`config.mk`:
```
export PLATFORM = sky130hd
export DESIGN_NAME = std_fp_mult_pipe_cfg
export DESIGN_NICKNAME = d
export VERILOG_FILES = /design/src/rtl/std_fp_mult_pipe_cfg.sv
export SDC_FILE = /design/constraint.sdc
export NUM_CORES = 2
export LEC_CHECK = 0
export CAP_MARGIN = 20
export CORE_ASPECT_RATIO = 0.75
export CORE_UTILIZATION = 65
export DETAILED_ROUTE_END_ITERATION = 6
export PLACE_DENSITY = 0.8
export SLEW_MARGIN = 20
export SYNTH_ARGS = -nofsm -noshare
export SYNTH_HDL_FRONTEND = slang
export SYNTH_SLANG_ARGS = --single-unit
```
`constraint.sdc`:
```
create_clock -name clk -period 13.6 [get_ports clk]
set_clock_uncertainty 0.1 [all_clocks]
set_input_delay 2.72 -clock clk [delete_from_list [all_inputs] [get_ports clk]]
set_output_delay 2.72 -clock clk [all_outputs]
set_load 0.02 [all_outputs]
```
`src/rtl/std_fp_mult_pipe_cfg.sv`:
```
// Unsigned fixed-point multiplier with go/done handshake, configurable latency,
// truncate/round selection and wrap/saturate overflow handling.
module std_fp_mult_pipe_cfg #(
   parameter int WIDTH      = 32,
   parameter int INT_WIDTH  = 16,
   parameter int FRAC_WIDTH = 16,
   parameter int LATENCY    = 3,
   parameter int ROUND      = 0,
   parameter int SATURATE   = 0
) (
   input  logic             clk,
   input  logic             reset,
   input  logic             go,
   input  logic [WIDTH-1:0] left,
   input  logic [WIDTH-1:0] right,
   output logic [WIDTH-1:0] out,
   output logic             overflow,
   output logic             done,
   output logic [1:0]       dbg_state_o
);

   // Handshake: go is sampled in IDLE to start and must stay high through the
   // done cycle; go low in any RUN cycle aborts without touching out/overflow.
   localparam int CW = $clog2(LATENCY + 1);
   localparam logic [CW-1:0] LAST = CW'(LATENCY - 1);

   typedef enum logic [1:0] {S_IDLE = 2'd0, S_RUN = 2'd1, S_DONE = 2'd2} state_t;

   generate
      if (INT_WIDTH + FRAC_WIDTH != WIDTH) begin : g_chk_width
         $error("INT_WIDTH + FRAC_WIDTH must equal WIDTH");
      end
      if (LATENCY < 2) begin : g_chk_lat
         $error("LATENCY must be at least 2");
      end
   endgenerate

   state_t           state_q, state_d;
   logic [CW-1:0]    cnt_q, cnt_d;
   logic [WIDTH-1:0] lhs_q, lhs_d, rhs_q, rhs_d;
   logic [WIDTH-1:0] out_q, out_d;
   logic             ovf_q, ovf_d;

   logic [2*WIDTH-1:0] prod;
   logic [WIDTH:0]     rnd;
   logic               hi_nz;
   logic               res_ovf;
   logic [WIDTH-1:0]   res;

   assign prod = {{WIDTH{1'b0}}, lhs_q} * {{WIDTH{1'b0}}, rhs_q};

   generate
      if (ROUND != 0 && FRAC_WIDTH > 0) begin : g_round
         assign rnd = {1'b0, prod[WIDTH+FRAC_WIDTH-1:FRAC_WIDTH]}
                    + {{WIDTH{1'b0}}, prod[FRAC_WIDTH-1]};
      end else begin : g_trunc
         assign rnd = {1'b0, prod[WIDTH+FRAC_WIDTH-1:FRAC_WIDTH]};
      end
      if (INT_WIDTH > 0) begin : g_hi
         assign hi_nz = |prod[2*WIDTH-1:WIDTH+FRAC_WIDTH];
      end else begin : g_no_hi
         assign hi_nz = 1'b0;
      end
      if (FRAC_WIDTH > 0) begin : g_low
         logic unused_low_bits;
         assign unused_low_bits = ^prod[FRAC_WIDTH-1:0];
      end
   endgenerate

   // Overflow covers both the discarded integer bits and the rounding carry.
   assign res_ovf = hi_nz | rnd[WIDTH];
   assign res     = (res_ovf && SATURATE != 0) ? {WIDTH{1'b1}} : rnd[WIDTH-1:0];

   always_comb begin
      state_d = state_q;
      cnt_d   = cnt_q;
      lhs_d   = lhs_q;
      rhs_d   = rhs_q;
      out_d   = out_q;
      ovf_d   = ovf_q;
      done    = 1'b0;
      case (state_q)
         S_IDLE: begin
            if (go) begin
               lhs_d   = left;
               rhs_d   = right;
               cnt_d   = CW'(1);
               state_d = S_RUN;
            end
         end
         S_RUN: begin
            if (!go) begin
               cnt_d   = '0;
               state_d = S_IDLE;
            end else if (cnt_q == LAST) begin
               out_d   = res;
               ovf_d   = res_ovf;
               cnt_d   = '0;
               state_d = S_DONE;
            end else begin
               cnt_d = cnt_q + CW'(1);
            end
         end
         S_DONE: begin
            done    = 1'b1;
            state_d = S_IDLE;
         end
         default: begin
            cnt_d   = '0;
            state_d = S_IDLE;
         end
      endcase
   end

   always_ff @(posedge clk or posedge reset) begin
      if (reset) begin
         state_q <= S_IDLE;
         cnt_q   <= '0;
         lhs_q   <= '0;
         rhs_q   <= '0;
         out_q   <= '0;
         ovf_q   <= 1'b0;
      end else begin
         state_q <= state_d;
         cnt_q   <= cnt_d;
         lhs_q   <= lhs_d;
         rhs_q   <= rhs_d;
         out_q   <= out_d;
         ovf_q   <= ovf_d;
      end
   end

   assign out         = out_q;
   assign overflow    = ovf_q;
   assign dbg_state_o = state_q;

endmodule
```
==> insert_results.sql <==
INSERT INTO impl_metrics (metric_group, metric, value, unit) VALUES
('status', 'status', 'finished clean', ''),
('cts', 'cts_setup_buffers', '0', ''),
('finish', 'fillCellCount', '4323', ''),
('place', 'dp.final_hpwl', '79340', 'um'),
('sta', 'setup-violations-final', '0', ''),
('drt', 'totalWireLength', '99720', 'um'),
('yosys', 'mappedNetlistArea', '0.03730', 'sq mm'),
('yosys', 'netlist_instances', '4007', ''),
('finish', 'final_layout_size_suffix_gt1_share', '4.036', '%'),
('finish', 'finish.net_count', '5181', ''),
('setup_path', 'cell_repeated_most_along_the_worst_path', 'sky130_fd_sc_hd__fa_1', ''),
('drt', 'detail_route.wl_per_cell', '21.24', 'um'),
('finish', 'n_antenna_cell', '0', ''),
('finish', 'area_growth_syn_to_layout', '5.042', '%'),
('yosys', 'post-synth-top-area-cell', 'sky130_fd_sc_hd__fa_1', ''),
('yosys', 'ys.flop_type', 'sky130_fd_sc_hd__dfrtp_1', ''),
('yosys', 'synthArstFlopShare', '100.0', '%'),
('sta', 'final_hold_viol_count', '0', ''),
('drt', 'vias', '27310', ''),
('finish', 'final_core_utilization', '69.58', '%'),
('global_routing', 'grt_overflow_total', '0', ''),
('sta', 'max_slew_margin', '16.54', '%'),
('setup_path', 'critical_path_required', '13.77', 'ns'),
('place', 'buffer_ports.inserted', '102', ''),
('sta', 'layout_worst_path_cycle_share', '68.09', '%'),
('setup_path', 'critical_path_peak_fanout', '33', ''),
('sta', 'worst_case_setup_margin_in_the_final_layout', '4.340', 'ns'),
('place', 'pre_cts_slack', '4.675', 'ns'),
('drt', 'remaining_drc_errors', '0', ''),
('floorplanning', 'chipHeight', '209.5', 'um'),
('cts', 'clkSinkCount', '101', ''),
('yosys', 'syn_nets', '5229', ''),
('floorplanning', 'initial_core_util', '66.24', '%'),
('sta', 'final-max-slew-violation-count', '0', ''),
('yosys', 'synth-edff-count', '0', ''),
('global_routing', 'gr-usage-all-layers', '36.89', '%'),
('sta', 'final.hold.worst_slack', '0.3937', 'ns'),
('global_routing', 'grt_antenna_before_repair', '0', ''),
('cts', 'clkLatencyLatePin', '0.42', 'ns'),
('yosys', 'synth_seq_area_share', '6.776', '%'),
('setup_path', 'worstSetupEndpointType', 'flop', ''),
('yosys', 'yosys_register_bits', '101', ''),
('sta', 'rsz0062_at_grt', 'no', ''),
('drt', 'detail_route.first_pass.iterations', '6', ''),
('floorplanning', 'std_cell_rows', '75', ''),
('yosys', 'synth_top_cells_by_count', 'sky130_fd_sc_hd__fa_1 (895), sky130_fd_sc_hd__inv_1 (895), sky130_fd_sc_hd__and2_1 (679)', ''),
('drt', 'detail_route.iter0.violations', '2685', ''),
('drt', 'route.detailed.vias_per_inst', '5.817', ''),
('cts', 'cts-htree-levels', '3', ''),
('sta', 'tightest_slew', '1.252', 'ns'),
('cts', 'hold_buf_count_cts', '0', ''),
('setup_path', 'worst_ep_arrival_time', '9.43', 'ns'),
('cts', 'root_buffer', 'sky130_fd_sc_hd__clkbuf_16', ''),
('floorplanning', 'core_area', '0.05630', 'sq mm'),
('worst_hold_path', 'worstHoldPathType', 'flop to flop', ''),
('sta', 'peak_clock_frequency_supported_by_timing', '108.0', 'MHz'),
('floorplanning', 'ioPinCount', '103', ''),
('cts', 'cts_tree', 'built', ''),
('yosys', 'yosys_warnings', '0', ''),
('setup_path', 'worst-setup-path-type', 'flop to flop', ''),
('global_routing', 'wire_length_of_the_first_global_routing_pass', '163800', 'um'),
('cts', 'cts.path.max_buffers', '2', ''),
('setup_path', 'timing.critical_path.from_type', 'flop', ''),
('yosys', 'yosysUniqueCellTypes', '63', ''),
('place', 'globalplace.congestion', '0.9766', ''),
('setup_path', 'cp_cell_sequence', 'and2_1, fa_1, fa_1, fa_1, inv_1, fa_1, inv_1, fa_1, fa_1, fa_1, inv_1, fa_1, inv_1, ha_1, a21oi_1, o21ai_0, a2111oi_0, a211oi_1, nor3_1, o221ai_1, mux2_2, nand4_1, nor4_1, a31oi_1', ''),
('job', 'maxCapViolCount', '0', ''),
('floorplanning', 'horizontal_extent_of_the_die', '278.6', 'um'),
('floorplanning', 'dieArea', '0.05835', 'sq mm'),
('yosys', 'syn_area_per_cell', '9.308', 'sq um'),
('cts', 'cts_inserted_buffers', '9', '');
==> path summary, 6_finish.rpt <==
| kind | cells past startpoint | from | slack [ns] | end |
|---|---|---|---|---|
| worst max-delay path | 24 | rhs_q[6]$_DFFE_PP0P_ | 4.34 | overflow$_DFFE_PP0P_ |
| worst min-delay path | 2 | out[9]$_DFFE_PP0P_ | 0.39 | out[9]$_DFFE_PP0P_ |
| worst max register to register | 24 | rhs_q[6]$_DFFE_PP0P_ | 4.34 | overflow$_DFFE_PP0P_ |
| worst min register to register | 2 | out[9]$_DFFE_PP0P_ | 0.39 | out[9]$_DFFE_PP0P_ |
| max in group asynchronous | 3 | reset | 9.29 | rhs_q[11]$_DFFE_PP0P_ |
| min in group asynchronous | 2 | reset | 2.71 | out[10]$_DFFE_PP0P_ |
==> sequential cells by signal (all words and copies together), names as in the netlist <==
register and cells:
cnt_q 2, lhs_q 32, rhs_q 32, out 32, overflow 1, dbg_state_o 2
==> cell families (layout without fill, tap and decap cells) <==
family	Yosys count	after routing	synth area share, %
AND/OR/NAND/NOR	1270	1270	17.97
multiplexers	68	68	2.043
flip-flops	101	101	6.776
buffers and inverters	1119	1076	11.27
AO/OA/AOI/OAI	255	255	4.264
XOR/XNOR	39	39	0.9158
adder cells (fa/ha/maj)	1155	1155	56.76
==> layer usage <==
layer	part of all wire, %	vias to the layer above	global-route usage [%]
li1	-	11650	-
met1	43	13740	56.30
met2	39	1777	48.76
met3	16	152	15.95
met4	1.9	0	7.257
met5	0	-	0
==> through the flow <==
step / instances / area (sq um)
2_1_floorplan: 4007 / 37300
6_report: 4695 / 39180
5_1_grt: 4695 / 39180
3_5_place_dp: 4679 / 38880
3_3_place_gp: 4679 / 38880
4_1_cts: 4695 / 39180
==> layout make-up <==
type / count / area [sq um] / area share [%]
multi-input cells: 2787 / 30580 / 78.05
inverters: 895 / 3362 / 8.581
flip-flops and latches: 101 / 2527 / 6.451
repair buffers: 165 / 1494 / 3.813
well taps: 731 / 914.6 / 2.335
clock buffers: 11 / 252.7 / 0.6451
clock inverters: 5 / 48.80 / 0.1246
==> critical path: cells and delay by family, from the launching register on <==
family | cells | cell delay (ns)
simple gates | 4 | 1.05
compound gates | 6 | 1.82
fa+ha+maj | 9 | 4.46
mux | 1 | 0.25
flops | 1 | 1.18
buf+inv | 4 | 0.24
==> cells in the final DEF, fill, tap and decap left out, types with 4 or more instances in the layout <==
cell type and n:
sky130_fd_sc_hd__a211oi_1 9, sky130_fd_sc_hd__and3_1 10, sky130_fd_sc_hd__buf_4 63, sky130_fd_sc_hd__fa_1 895, sky130_fd_sc_hd__o21ai_0 81, sky130_fd_sc_hd__clkbuf_16 9, sky130_fd_sc_hd__clkdlybuf4s50_1 102, sky130_fd_sc_hd__o21a_1 9
sky130_fd_sc_hd__a21oi_1 82, sky130_fd_sc_hd__nand4_1 22, sky130_fd_sc_hd__nand3_1 16, sky130_fd_sc_hd__o211ai_1 8, sky130_fd_sc_hd__and2_1 679, sky130_fd_sc_hd__dfrtp_1 101, sky130_fd_sc_hd__mux2_2 65, sky130_fd_sc_hd__o21bai_1 12
sky130_fd_sc_hd__nor3_1 16, sky130_fd_sc_hd__nor4_1 4, sky130_fd_sc_hd__nor2_1 46, sky130_fd_sc_hd__xnor2_1 26, sky130_fd_sc_hd__a21o_1 14, sky130_fd_sc_hd__or3_1 11, sky130_fd_sc_hd__nand2b_1 5, sky130_fd_sc_hd__nand2_1 443
sky130_fd_sc_hd__xor2_1 13, sky130_fd_sc_hd__inv_1 894, sky130_fd_sc_hd__o31ai_1 4, sky130_fd_sc_hd__ha_1 260
Power is left out: the tool's default activity adds up to more than one toggle a clock period on the data nets, which glitch-free logic cannot reach.
